<file path="config.mk">
export PLATFORM = sky130hd
export DESIGN_NAME = prbs_seq_multi
export DESIGN_NICKNAME = d
export VERILOG_FILES = /design/src/rtl/prbs_seq_multi.sv
export SDC_FILE = /design/constraint.sdc
export NUM_CORES = 1
export LEC_CHECK = 0
export CORE_UTILIZATION = 47
export CTS_BUF_LIST = sky130_fd_sc_hd__clkbuf_8
export CTS_CLUSTER_SIZE = 16
export DETAILED_ROUTE_END_ITERATION = 7
export HOLD_SLACK_MARGIN = 0.06
export PLACE_DENSITY_LB_ADDON = 0.2
export SLEW_MARGIN = 20
export SYNTH_ARGS = -nofsm -noshare
export SYNTH_HDL_FRONTEND = slang
export SYNTH_SLANG_ARGS = --single-unit
</file>
<file path="constraint.sdc">
create_clock -name clk -period 2.48 [get_ports clk]
set_clock_uncertainty 0.05 [all_clocks]
set_input_delay 0.372 -clock clk [delete_from_list [all_inputs] [get_ports clk]]
set_output_delay 0.372 -clock clk [all_outputs]
set_load 0.05 [all_outputs]
</file>
<file path="src/rtl/prbs_seq_multi.sv">
// Purpose : multi-lane PRBS bring-up sequencer; enables TX/RX PRBS, injects errors, drains, settles, reports pass/fail.
// Latency : every output is registered and shows the value for the state being entered; prbs_test_pass is combinational.
// Backpressure: none; lane inputs are levels sampled every cycle, restart is honoured only in ACTIVE or FAIL.
//
// Ports:
//   clk, reset (async, active-high)  alldone (all lanes reset-done)  restart (pulse, ACTIVE/FAIL only)
//   rx_prbs_err[NUM_CH]   per-lane checker error        checker_status[NUM_CH] per-lane not-locked
//   prbscntreset_ext / error_inject_ext    forwarded to prbscntreset / error_inject while ACTIVE
//   tx_prbs_mode / rx_prbs_mode            3 bits per lane, lane i at [3i+2:3i]
//   prbscntreset, error_inject, inject_seen[NUM_CH], err_count[ERRCNT_W*NUM_CH]
//   prbs_test_pass, test_fail, state (debug encoding)
// Build option: define PRBS_ERRCNT_EN to build the per-lane saturating err_count counters;
//   without it err_count is tied to zero and the sequencer is unchanged.
module prbs_seq_multi #(
   parameter int         NUM_CH        = 4,
   parameter logic [2:0] PRBS_MODE     = 3'b001,
   parameter int         INJECT_CYCLES = 1024,
   parameter int         SETTLE_CYCLES = 512,
   parameter int         DRAIN_TIMEOUT = 4096,
   parameter int         ERRCNT_W      = 16
) (
   input  logic                       clk,
   input  logic                       reset,
   input  logic                       alldone,
   input  logic                       restart,
   input  logic [NUM_CH-1:0]          rx_prbs_err,
   input  logic [NUM_CH-1:0]          checker_status,
   input  logic                       prbscntreset_ext,
   input  logic                       error_inject_ext,
   output logic [3*NUM_CH-1:0]        tx_prbs_mode,
   output logic [3*NUM_CH-1:0]        rx_prbs_mode,
   output logic                       prbscntreset,
   output logic                       error_inject,
   output logic [NUM_CH-1:0]          inject_seen,
   output logic [ERRCNT_W*NUM_CH-1:0] err_count,
   output logic                       prbs_test_pass,
   output logic                       test_fail,
   output logic [3:0]                 state
);

   typedef enum logic [3:0] {
      IDLE      = 4'd0,
      WAIT_DONE = 4'd1,
      TX_ON     = 4'd2,
      RX_ON     = 4'd3,
      INJECT    = 4'd4,
      DRAIN     = 4'd5,
      SETTLE    = 4'd6,
      ACTIVE    = 4'd7,
      FAIL      = 4'd8
   } state_t;

   localparam int INJ_W = $clog2(INJECT_CYCLES + 1);
   localparam int SET_W = $clog2(SETTLE_CYCLES + 1);
   localparam int TO_W  = $clog2(DRAIN_TIMEOUT + 1);

   // Last-cycle values: a counter equal to these means the current cycle completes the window.
   localparam logic [INJ_W-1:0] INJ_LAST = INJ_W'(INJECT_CYCLES - 1);
   localparam logic [SET_W-1:0] SET_LAST = SET_W'(SETTLE_CYCLES - 1);
   localparam logic [TO_W-1:0]  TO_LAST  = TO_W'(DRAIN_TIMEOUT - 1);

   state_t           st;
   state_t           nxt;
   logic [INJ_W-1:0] inj_cnt;
   logic [SET_W-1:0] clean_cnt;
   logic [TO_W-1:0]  to_cnt;

   logic all_clean;
   logic timeout;
   logic restart_ok;
   logic st_window;
   logic nxt_window;
   logic tx_en_n;
   logic rx_en_n;
   logic pcr_n;
   logic ei_n;

   assign all_clean  = ~(|rx_prbs_err) & ~(|checker_status);
   assign timeout    = (to_cnt == TO_LAST);
   assign restart_ok = restart & ((st == ACTIVE) | (st == FAIL));
   // DRAIN and SETTLE share one timeout budget, so the timeout counter spans both.
   assign st_window  = (st == DRAIN) | (st == SETTLE);
   assign nxt_window = (nxt == DRAIN) | (nxt == SETTLE);

   // Next-state logic
   always_comb begin
      nxt = st;
      case (st)
         IDLE:      nxt = WAIT_DONE;
         WAIT_DONE: if (alldone) nxt = TX_ON;
         TX_ON:     nxt = RX_ON;
         RX_ON:     nxt = INJECT;
         INJECT:    if (inj_cnt == INJ_LAST) nxt = DRAIN;
         DRAIN: begin
            if (timeout)                nxt = FAIL;
            else if (~(|rx_prbs_err))   nxt = SETTLE;
         end
         SETTLE: begin
            if (timeout)
               nxt = FAIL;
            else if (all_clean && (clean_cnt == SET_LAST))
               nxt = (&inject_seen) ? ACTIVE : FAIL;
         end
         ACTIVE:    if (restart) nxt = WAIT_DONE;
         FAIL:      if (restart) nxt = WAIT_DONE;
         default:   nxt = IDLE;
      endcase
   end

   // Output values belonging to the state being entered; registered below.
   always_comb begin
      tx_en_n = 1'b0;
      rx_en_n = 1'b0;
      pcr_n   = 1'b0;
      ei_n    = 1'b0;
      case (nxt)
         TX_ON:  tx_en_n = 1'b1;
         RX_ON:  begin tx_en_n = 1'b1; rx_en_n = 1'b1; pcr_n = 1'b1; end
         INJECT: begin tx_en_n = 1'b1; rx_en_n = 1'b1; ei_n = 1'b1; end
         DRAIN:  begin tx_en_n = 1'b1; rx_en_n = 1'b1; end
         SETTLE: begin tx_en_n = 1'b1; rx_en_n = 1'b1; pcr_n = 1'b1; end
         ACTIVE: begin
            tx_en_n = 1'b1;
            rx_en_n = 1'b1;
            pcr_n   = prbscntreset_ext;
            ei_n    = error_inject_ext;
         end
         default: ;
      endcase
   end

   always_ff @(posedge clk or posedge reset) begin
      if (reset) begin
         st           <= IDLE;
         inj_cnt      <= '0;
         clean_cnt    <= '0;
         to_cnt       <= '0;
         tx_prbs_mode <= '0;
         rx_prbs_mode <= '0;
         prbscntreset <= 1'b0;
         error_inject <= 1'b0;
         test_fail    <= 1'b0;
         inject_seen  <= '0;
      end else begin
         st        <= nxt;
         inj_cnt   <= ((st == INJECT) && (nxt == INJECT)) ? inj_cnt + 1'b1 : '0;
         // Any dirty cycle restarts the clean run from zero.
         clean_cnt <= ((st == SETTLE) && (nxt == SETTLE) && all_clean) ? clean_cnt + 1'b1 : '0;
         to_cnt    <= (st_window && nxt_window) ? to_cnt + 1'b1 : '0;

         tx_prbs_mode <= tx_en_n ? {NUM_CH{PRBS_MODE}} : '0;
         rx_prbs_mode <= rx_en_n ? {NUM_CH{PRBS_MODE}} : '0;
         prbscntreset <= pcr_n;
         error_inject <= ei_n;
         test_fail    <= (nxt == FAIL);

         // Only errors seen while INJECT is the current state count; the first DRAIN cycle does not.
         if (restart_ok || (nxt == RX_ON))
            inject_seen <= '0;
         else if (st == INJECT)
            inject_seen <= inject_seen | rx_prbs_err;
      end
   end

`ifdef PRBS_ERRCNT_EN
   // Clear has priority over counting; counts hold at all-ones.
   always_ff @(posedge clk or posedge reset) begin
      if (reset) begin
         err_count <= '0;
      end else begin
         for (int i = 0; i < NUM_CH; i++) begin
            if (restart_ok || prbscntreset)
               err_count[i*ERRCNT_W +: ERRCNT_W] <= '0;
            else if ((st == ACTIVE) && rx_prbs_err[i] && ~(&err_count[i*ERRCNT_W +: ERRCNT_W]))
               err_count[i*ERRCNT_W +: ERRCNT_W] <= err_count[i*ERRCNT_W +: ERRCNT_W] + 1'b1;
         end
      end
   end
`else
   assign err_count = '0;
`endif

   assign prbs_test_pass = (st == ACTIVE) & (&inject_seen);
   assign state          = st;

endmodule

</file>
==> impl_summary.log, run 1 <==
[metrics] 1st-iter DRT viols: 87
[metrics] number of global-route vias before repair: 2,006
[metrics] Maximum Capacitance Violations: 0
[metrics] slew of the pin with the lowest slew margin: 729.8 ps
[metrics] remaining routing DRC violations: 24
[metrics] width of the die: 84.07 um
[metrics] Hold Path Class: in -> async
[metrics] largest vdd supply drop: 0.6070 mV
[metrics] Hold Violations, Final: 0
[metrics] clock input transition at the sequential cells of the worst setup and hold paths: 90 ps
[metrics] cell chain of the critical path: ha_1 > nand4_2 > or4_4 > nand3b_2 > o211a_4 > inv_2 > nand3_2 > buf_4 > a21oi_1
[metrics] Power Total: 3.558 mW
[metrics] area grow syn2layout: 10.04%
[metrics] number of distinct standard cells referenced by the synthesized netlist: 54
[metrics] post-synthesis share of cell area spent on full adders, half adders and majority gates: 0.01186
[metrics] cell taking the most area after synthesis: sky130_fd_sc_hd__dfrtp_1
[metrics] DPL Wire Length: 4068 um
[metrics] Global Route Usage Sum: 0.1591
[metrics] largest net degree at the start of global routing: 29
[metrics] Remaining Overflow, GRT: 0
[metrics] Avg Cell Area, Syn: approximately 9.2 um^2
[metrics] number of synthesized flops with an enable pin: 0
[metrics] peak fanout along the critical path: 7
[metrics] data required time at the worst endpoint: about 2600 ps
[metrics] first-pass GRT wire length: 9045 um
[metrics] run status: finished with violations
[metrics] simple-gate portion of the synthesized area: 0.2004
[metrics] leakage power: 1.594 nW
[metrics] endpoint arrival time on the critical path: 2400 ps
[metrics] synthesized-area fraction occupied by ao, oa, aoi and oai cells: 0.1119
[metrics] maximum level of the CTS H-tree: 2
[metrics] count of pins on the block boundary: ~110
[metrics] Worst Path Class, Setup: reg -> reg
[metrics] number of buffers created by CTS: 5
[metrics] insertion delay to the later sink of the worst-skew pair: 300 ps
[metrics] final critical-path setup slack: 212.0 ps
[metrics] post-route ant nets: 0
[metrics] Highest Clock Rate: around 440 MHz
[metrics] Final Wtd Congestion: 0.7605
[metrics] final net count: 404
[metrics] number of buffer and inverter instances along the worst setup path: 2
[metrics] diode count: 0
[metrics] hold buffer count at cts: 0
[metrics] synthesized instance count: 344
[metrics] Slowest cell on crit path: sky130_fd_sc_hd__or4_4
[metrics] final critical-path share of the clock period: 0.9145
[metrics] aggregate routed wire length: 5336 um
[metrics] fraction of the yosys area taken by sequential cells: 0.3715
[metrics] number of fill cells in the layout: 605
[metrics] area of all sequential standard cells: 1176 um^2
[metrics] worst-case setup slack after placement: -89.37 ps
[metrics] number of warnings printed during yosys synthesis: 0
[metrics] number of clock sinks: 47
[metrics] timing startpoint of the critical path: to_cnt[0]
[metrics] Post-synth ARST share: 1.000
[metrics] clock root buffer master: sky130_fd_sc_hd__clkbuf_8
[metrics] Die Span Y: about 84 um
[metrics] # Post-CTS Setup Buffers: 0
[metrics] core outline area: roughly 6400 um^2
[metrics] minimum hold slack: 357.5 ps
[metrics] Die Area: roughly 7100 um^2
[metrics] total of flip-flops plus latches after synthesis: 47
[metrics] kind of capture point of the worst setup path: flip-flop
[metrics] cell area after technology mapping: 3166 um^2
[metrics] PostCTS Resize Cnt: 0
[metrics] via-per-instance ratio: 4.757
[metrics] wire length per cell: approximately 11 um
[metrics] Crit path max-delay family: simple AND/OR/NAND/NOR gates
[metrics] number of port buffers: 33
[metrics] clock tree from TritonCTS: done
[metrics] count of endpoints failing setup in the final report: 0
[metrics] setup repair after global routing missed its margin: false
[metrics] max-slew headroom at the worst pin: 0.5105
[metrics] Max clock buf depth: 2
[metrics] Detailed Routing Iterations Pass 1: 6
[metrics] dominant synthesized flop cell: sky130_fd_sc_hd__dfrtp_1
[metrics] area occupied by multi-input gates: between 1500 and 2000 um^2
[metrics] Synth Area in XOR/XNOR: 0.07470
[metrics] starting density of the core: 0.4929
[metrics] minimum clock period: 2268 ps
[metrics] layout cells sized above 1: 0.1289
[metrics] top cell type's share of synthesized area: 0.3715
[metrics] startpoint of the worst register-to-register path: to_cnt[0]
[metrics] top area cells in the synthesized netlist: sky130_fd_sc_hd__dfrtp_1 37%, sky130_fd_sc_hd__buf_4 21%, sky130_fd_sc_hd__xnor2_1 5.0%
[metrics] critical path's largest stage delay: about 570 ps
[metrics] nature of the critical path startpoint: flip-flop
[metrics] Final Max Slew Viols: 0
[metrics] antenna violations before repair: 0
[metrics] number of vias in the routed layout: 2,212
[metrics] Total Negative Setup Slacks: 0 ps
[metrics] violations in the final reports: DRC
[metrics] number of cell rows: 29
[metrics] Power per Cell Area: 1022 nW/um^2
[metrics] mux cell area share after synthesis: 0
[metrics] combinational family with the most area after synthesis: buffers and inverters
==> cell usage after synthesis, drive strengths merged, types with 8 or more instances <==
master / count
buf: 92
and3: 8
dfrtp: 47
a21oi: 18
xnor2: 18
nand2: 26
nand4: 8
nand3: 12
nor3: 9
nor2: 38
xor2: 9
inv: 8
==> logic make-up after synthesis <==
logic type	Yosys count
xor gates and xnor gates	27
DFF	47
adders and majority gates	3
other	1
and+or+nand+nor	118
buffers and inverters	103
AOI/OAI and AO/OA	45
==> cell type report <==
class                      instances  area share
multi-input combinational        273      0.4501
sequential                        47      0.3376
timing repair buffer              52      0.1422
tap                               77     0.02766
clock buffer                       6     0.02371
clock inverter                     2     0.01006
inverter                           8    0.008621
==> per-layer routing <==
layer / GRT usage / wire length, um / vias up
met5: 0 / 0 / -
met2: 0.2481 / 2383 / 96
met4: 0.05799 / 69 / 0
met1: 0.2216 / 2583 / 1035
met3: 0.02770 / 300 / 7
li1: - / - / 1074
==> stage by stage <==
stage	area [um^2]	std cells	util
6_report	3483	465	0.5424
5_1_grt	3483	465	0.5424
4_1_cts	3483	465	0.5424
3_5_place_dp	3366	457	0.5241
3_3_place_gp	3366	457	0.5241
2_1_floorplan	3467	423	-
==> layout by cell type, fill, tap and decap left out, types with 2 or more instances in the layout <==
master,instances
sky130_fd_sc_hd__a211oi_1,3
sky130_fd_sc_hd__a21o_1,3
sky130_fd_sc_hd__a21oi_1,18
sky130_fd_sc_hd__and2_1,2
sky130_fd_sc_hd__and3_1,8
sky130_fd_sc_hd__buf_12,2
sky130_fd_sc_hd__buf_4,18
sky130_fd_sc_hd__clkbuf_8,6
sky130_fd_sc_hd__clkdlybuf4s50_1,32
sky130_fd_sc_hd__conb_1,80
sky130_fd_sc_hd__dfrtp_1,47
sky130_fd_sc_hd__ha_1,3
sky130_fd_sc_hd__inv_1,5
sky130_fd_sc_hd__inv_2,2
sky130_fd_sc_hd__nand2_1,26
sky130_fd_sc_hd__nand3_1,11
sky130_fd_sc_hd__nand4_1,5
sky130_fd_sc_hd__nand4_2,3
sky130_fd_sc_hd__nor2_1,38
sky130_fd_sc_hd__nor3_1,7
sky130_fd_sc_hd__nor3_2,2
sky130_fd_sc_hd__o21ai_0,4
sky130_fd_sc_hd__o22ai_1,3
sky130_fd_sc_hd__o31a_1,2
sky130_fd_sc_hd__xnor2_1,18
sky130_fd_sc_hd__xor2_1,9
==> registers in the layout, summed over array words and instances (netlist names) <==
signal / flops
to_cnt: 13
inj_cnt: 11
clean_cnt: 10
inject_seen: 4
state: 4
error_inject: 1
prbscntreset: 1
rx_prbs_mode: 1
test_fail: 1
tx_prbs_mode: 1
==> path summary, 6_finish.rpt <==
check | endpoint | slack, ps | cells past startpoint
min in group clk | inj_cnt[0] | 430 | 1
max reg2reg | to_cnt[9] | 210 | 9
min | inj_cnt[2] | 360 | 2
max in group asynchronous | to_cnt[2] | 1480 | 3
max | to_cnt[9] | 210 | 9
min reg2reg | inj_cnt[0] | 430 | 1
==> report_power, final <==
part           leakage (nW)  internal [mW]  switching [mW]
Clock                0.0612          0.326           0.255
Combinational         0.893          0.674            1.35
Sequential            0.640          0.862          0.0892
Total                  1.59           1.86            1.70
No activity file was read; power rests on OpenSTA's default activity.
==> run 2: changes to the inputs <==
Settings changed: TNS_END_PERCENT from default to 1.
==> results of run 2 <==
The final DEF is identical to that of run 1; final timing and power are the same.
==> run 3: changes to the inputs <==
Settings changed: GPL_ROUTABILITY_DRIVEN from default to 0.
==> results of run 3 <==
The final DEF is identical to that of run 1; final timing and power are the same.
==> RTL edit 1 (config.mk and constraints of run 2) <==
Set the parameter `NUM_CH` to 3 (it was 4).
--- a/src/rtl/prbs_seq_multi.sv
+++ b/src/rtl/prbs_seq_multi.sv
@@ -14,3 +14,3 @@
 module prbs_seq_multi #(
-   parameter int         NUM_CH        = 4,
+   parameter int         NUM_CH        = 3,
    parameter logic [2:0] PRBS_MODE     = 3'b001,
Interface: changed (6 resized); port bits go from 114 to 89. The function was not compared with the original's and may differ.
==> RTL edit 1 against run 2 <==
Worst setup slack got worse by 0.095 ns; count of clock-buffer cells in the layout decreased by 1; non-clock buffer count decreased by 6; fmax decreased by 4.0%; critical endpoint is now to_cnt[0]; total power decreased by 5.9%; die area decreased by 9.2%; via count decreased by 7.1%; highest routed layer unchanged; the flow still finishes with violations (design-rule violations); critical path type is now input port to flop; wire length decreased by 4.8%; area after synthesis decreased by 9.4%; sequential cell count decreased by 1; final area decreased by 6.7%.
==> RTL edit 1: results (changes against run 2) <==
* Status: complete, but fails checks
* Failing checks: design-rule violations
* LEAKAGE at 1.46 nW (-8.2%)
* Area occupied by multi-input gates at 0.00143 mm2 (-9.0%)
* Synth cell types at 48 (-11%)
* Syn avg cell area at 9.31 um2 (+1.2%)
* Synth area leaders: dfrtp_1 40%, buf_4 17%, xnor2_1 4.9%
* FF+latch count, synth at 46 (-2.1%)
* Min Hold Slack at 0.435 ns (+0.0774 ns)
* Slew margin rel. at 0.613 (+0.103)
* Non-Filler Instances at 424 (-8.8%)
* Maximum vdd drop at 0.000723 V (+19%)
* Layout clock area frac at 0.0350 (+0.00126)
* Largest net degree at the start of global routing at 47 (+62%)
* Worst setup path startpoint: checker_status[1]
* Port Buf Inserts at 28 (-15%)
* Top cell types by occurrence after synthesis: 64 x buf_4, 46 x dfrtp_1, 31 x nor2_1, 28 x nand2_1, 16 x xnor2_1
* Global-route wire length before repair at 8420 um (-6.9%)
* HPWL Detailed at 3660 um (-10%)
* Worst r2r src: clean_cnt[0]
* NumNets Final at 363 (-10%)
* GRT Overall Usage at 0.174 (+0.0148)
* Via-to-Cell Ratio at 4.85 (+1.9%)
* Plain + repair buffers at 46 (-12%)
* DRC viols at 1 (-96%)
* Crit path max fanout at 13 (+6)
RTL edit 1: worst max-delay path: cells and delay by family:
family | cells | cell delay, ns
simple gates | 4 | 1.32
buf+inv | 2 | 0.58
compound gates | 1 | 0.14
xor+xnor | 1 | 0.12
RTL edit 1: power groups by stage:
stage	combinational [W]	sequential (W)	clock, W
after global placement	0.00179	0.000938	0
after detailed placement	0.00181	0.000941	0
after CTS	0.00181	0.000928	0.000590
after floorplan	0.00111	0.00116	0
after global routing	0.00197	0.000943	0.000619
final	0.00185	0.000927	0.000575
RTL edit 1: layer usage:
layer | wire length [um] | vias up | global-route usage
met5 | 0 | - | 0
met1 | 2330 | 976 | 0.233
met3 | 241 | 6 | 0.0375
met2 | 2440 | 82 | 0.278
met4 | 69 | 0 | 0.0589
li1 | - | 991 | -
RTL edit 1: through the flow:
stage	setup slack [ns]	utilization	cell area (um2)
after global routing	-0.00739	0.549	3250
after global placement	-0.234	0.525	3110
after detailed placement	-0.297	0.525	3110
after floorplan	0.0261	-	3100
final	0.117	0.549	3250
after CTS	0.0414	0.545	3220
RTL edit 1: cells by family after synthesis:
| logic type | Yosys count | synth area share |
|---|---|---|
| other | 1 | 0.00131 |
| adders and majority gates | 3 | 0.0131 |
| AOI/OAI and AO/OA | 28 | 0.0737 |
| xor gates and xnor gates | 28 | 0.0855 |
| DFF | 46 | 0.401 |
| buffers and inverters | 79 | 0.190 |
| and+or+nand+nor | 123 | 0.235 |
RTL edit 1: what timing repair did:
item | CTS | global route
hold buffers | 0 | 0
gates resized for setup | 0 | 4
endpoints found under the setup margin | 0 | 15
==> RTL edit 2 (settings of run 2) <==
Made on the original files. Put one more register stage on the output `rx_prbs_mode`, without a reset. The value now appears one clock later. The other outputs are not delayed to match.
--- a/src/rtl/prbs_seq_multi.sv
+++ b/src/rtl/prbs_seq_multi.sv
@@ -60,2 +60,4 @@
    localparam logic [TO_W-1:0]  TO_LAST  = TO_W'(DRAIN_TIMEOUT - 1);
+
+   logic [3*NUM_CH-1:0] rx_prbs_mode_s0;
 
@@ -138,3 +140,3 @@
          tx_prbs_mode <= '0;
-         rx_prbs_mode <= '0;
+         rx_prbs_mode_s0 <= '0;
          prbscntreset <= 1'b0;
@@ -151,3 +153,3 @@
          tx_prbs_mode <= tx_en_n ? {NUM_CH{PRBS_MODE}} : '0;
-         rx_prbs_mode <= rx_en_n ? {NUM_CH{PRBS_MODE}} : '0;
+         rx_prbs_mode_s0 <= rx_en_n ? {NUM_CH{PRBS_MODE}} : '0;
          prbscntreset <= pcr_n;
@@ -185,2 +187,6 @@
 
+   always_ff @(posedge clk) begin
+      rx_prbs_mode <= rx_prbs_mode_s0;
+   end
+
 endmodule
Formal check against the unedited RTL: not equivalent (Yosys sat finds a counterexample within 4 cycles, from zero or initial values and one cycle with reset high).
==> RTL edit 2 against run 2 <==
The flow still finishes with violations (design-rule violations); wire length up 3.7%; count of clock-buffer cells in the layout is 1 lower; worst setup slack improved by 0.055 ns; area after synthesis rose by 0.95%; total power decreased by 4.0%; sequential cell count increased by 1; core utilization down 1.2 points; synthesized cell count shrank 1.2%; via count down 3.9%; final area fell by 1.6%; combinational power decreased by 3%; largest cell class unchanged.
==> RTL edit 2: results (changes against run 2) <==
* Status: complete, but fails checks
* Failing checks: design-rule violations
* Synth cell types at 57 (+5.6%)
* Crit path max fanout at 15 (+8)
* DRT iter0 DRCs at 112 (+29%)
* LEAKAGE at 1.62 nW (+1.7%)
* Vias in the first global route at 1987 (-0.95%)
* H-tree Lvls at 2 (unchanged)
* NumNets Final at 397 (-1.7%)
* DR WL/cell at 12.1 um (+5.3%)
* Maximum root-to-sink buffer count at 2 (unchanged)
* Number of gates resized after CTS at 0 (unchanged)
* DRC viols at 9 (-63%)
* Reg-to-reg endpoint: to_cnt[0]
* Register area share after synthesis at 0.374 (+0.00277)
* Async set or reset register ratio after synthesis at 0.979 (-0.0208)
* Syn. warnings at 0 (unchanged)
* CP top delay family: buffers and inverters
* Post-route minimum period at 2.21 ns (-0.0554 ns)
* Synth area leaders: dfrtp_1 37%, buf_4 20%, xor2_1 4.7%
* Sw Pwr at 0.00169 W (-0.48%)
* Initial DRT Pass Iterations at 8 (+2)
* Min Hold Slack at 0.303 ns (-0.0546 ns)
* HP Class: flop to flop
* Root Buffer Master: clkbuf_8
* GRT Overall Usage at 0.162 (+0.00270)
* Initial antenna violation count at 0 (unchanged)
* Largest registers: to_cnt (13), inj_cnt (11), clean_cnt (10)
* Via-to-Cell Ratio at 4.64 (-2.4%)
* Final GP Congestion at 0.907 (+19%)
* Slew margin rel. at 0.639 (+0.128)
* Crit path max-delay cell type: clkdlybuf4s50_1
* Maximum vdd drop at 0.000347 V (-43%)
* Largest net degree at the start of global routing at 23 (-21%)
* Dpl ws at 0.117 ns (+0.206 ns)
* FILL cells at 599 (-0.99%)
* Commonest non-fill, non-tap cell in the layout: conb_1
* Global-route wire length before repair at 9250 um (+2.3%)
* HPWL Detailed at 4170 um (+2.5%)
* Top cell types by occurrence after synthesis: 87 x buf_4, 47 x dfrtp_1, 30 x nor2_1, 23 x nand2_1, 19 x a21oi_1
* Worst r2r src: state[0]
* Reg2reg setup slack at 0.29 ns (+0.08 ns)
* Layout cells sized above 1 at 0.115 (-0.0134)
* CTS Buf Count at 5 (unchanged)
* Largest stage delay on the critical path at 0.89 ns (+0.32 ns)
* Reg2reg path depth at 6 (-3)
## RTL edit 2: cell type report
type,instances,area [um2],area share
clock inverters,3,12.5,0.00365
clock buffers,5,68.8,0.0201
well taps,77,96.3,0.0281
inverters,6,22.5,0.00657
multi-input cells,269,1550,0.453
repair buffers,50,480,0.140
flip-flops and latches,48,1200,0.349
## RTL edit 2: power groups by stage
stage,Combinational [W],Sequential (W),Clock (W)
floorplan,0.00136,0.00124,0
global placement,0.00197,0.00102,0
detailed placement,0.00198,0.00103,0
CTS,0.00198,0.00101,0.000458
global route,0.00209,0.00103,0.000490
finish,0.00196,0.00101,0.000436
## RTL edit 2: cell families after synthesis
logic type	share of synthesized area
compound gates	0.0807
xor+xnor	0.0740
fa+ha+maj	0.0117
buf+inv	0.233
flops	0.374
mux	0.00626
other cells	0.00117
simple gates	0.219
## RTL edit 2: per-stage QoR
step                std cells  cell area (um2)  utilization  power [W]
detailed placement        450             3350        0.518    0.00300
floorplan                 419             3490            -    0.00260
finish                    458             3430        0.531    0.00342
global placement          450             3350        0.518    0.00300
CTS                       458             3430        0.531    0.00345
global route              458             3430        0.531    0.00361
## RTL edit 2: how the worst max path moves through the flow
stage | start | to
CTS | state[0] | state[0]
global route | to_cnt[0] | to_cnt[5]
finish | state[0] | state[0]
global placement | rx_prbs_err[0] | error_inject
detailed placement | rx_prbs_err[0] | inj_cnt[10]
floorplan | state[2] | to_cnt[10]
## RTL edit 2: layer usage
metal | up-vias | track usage | routed length, um | share of wire
li1 | 1057 | - | - | -
met1 | 1010 | 0.209 | 2360 | 0.43
met2 | 59 | 0.279 | 2940 | 0.53
met3 | 0 | 0.0315 | 227 | 0.041
met4 | 0 | 0.0431 | 0 | 0
met5 | - | 0 | 0 | 0
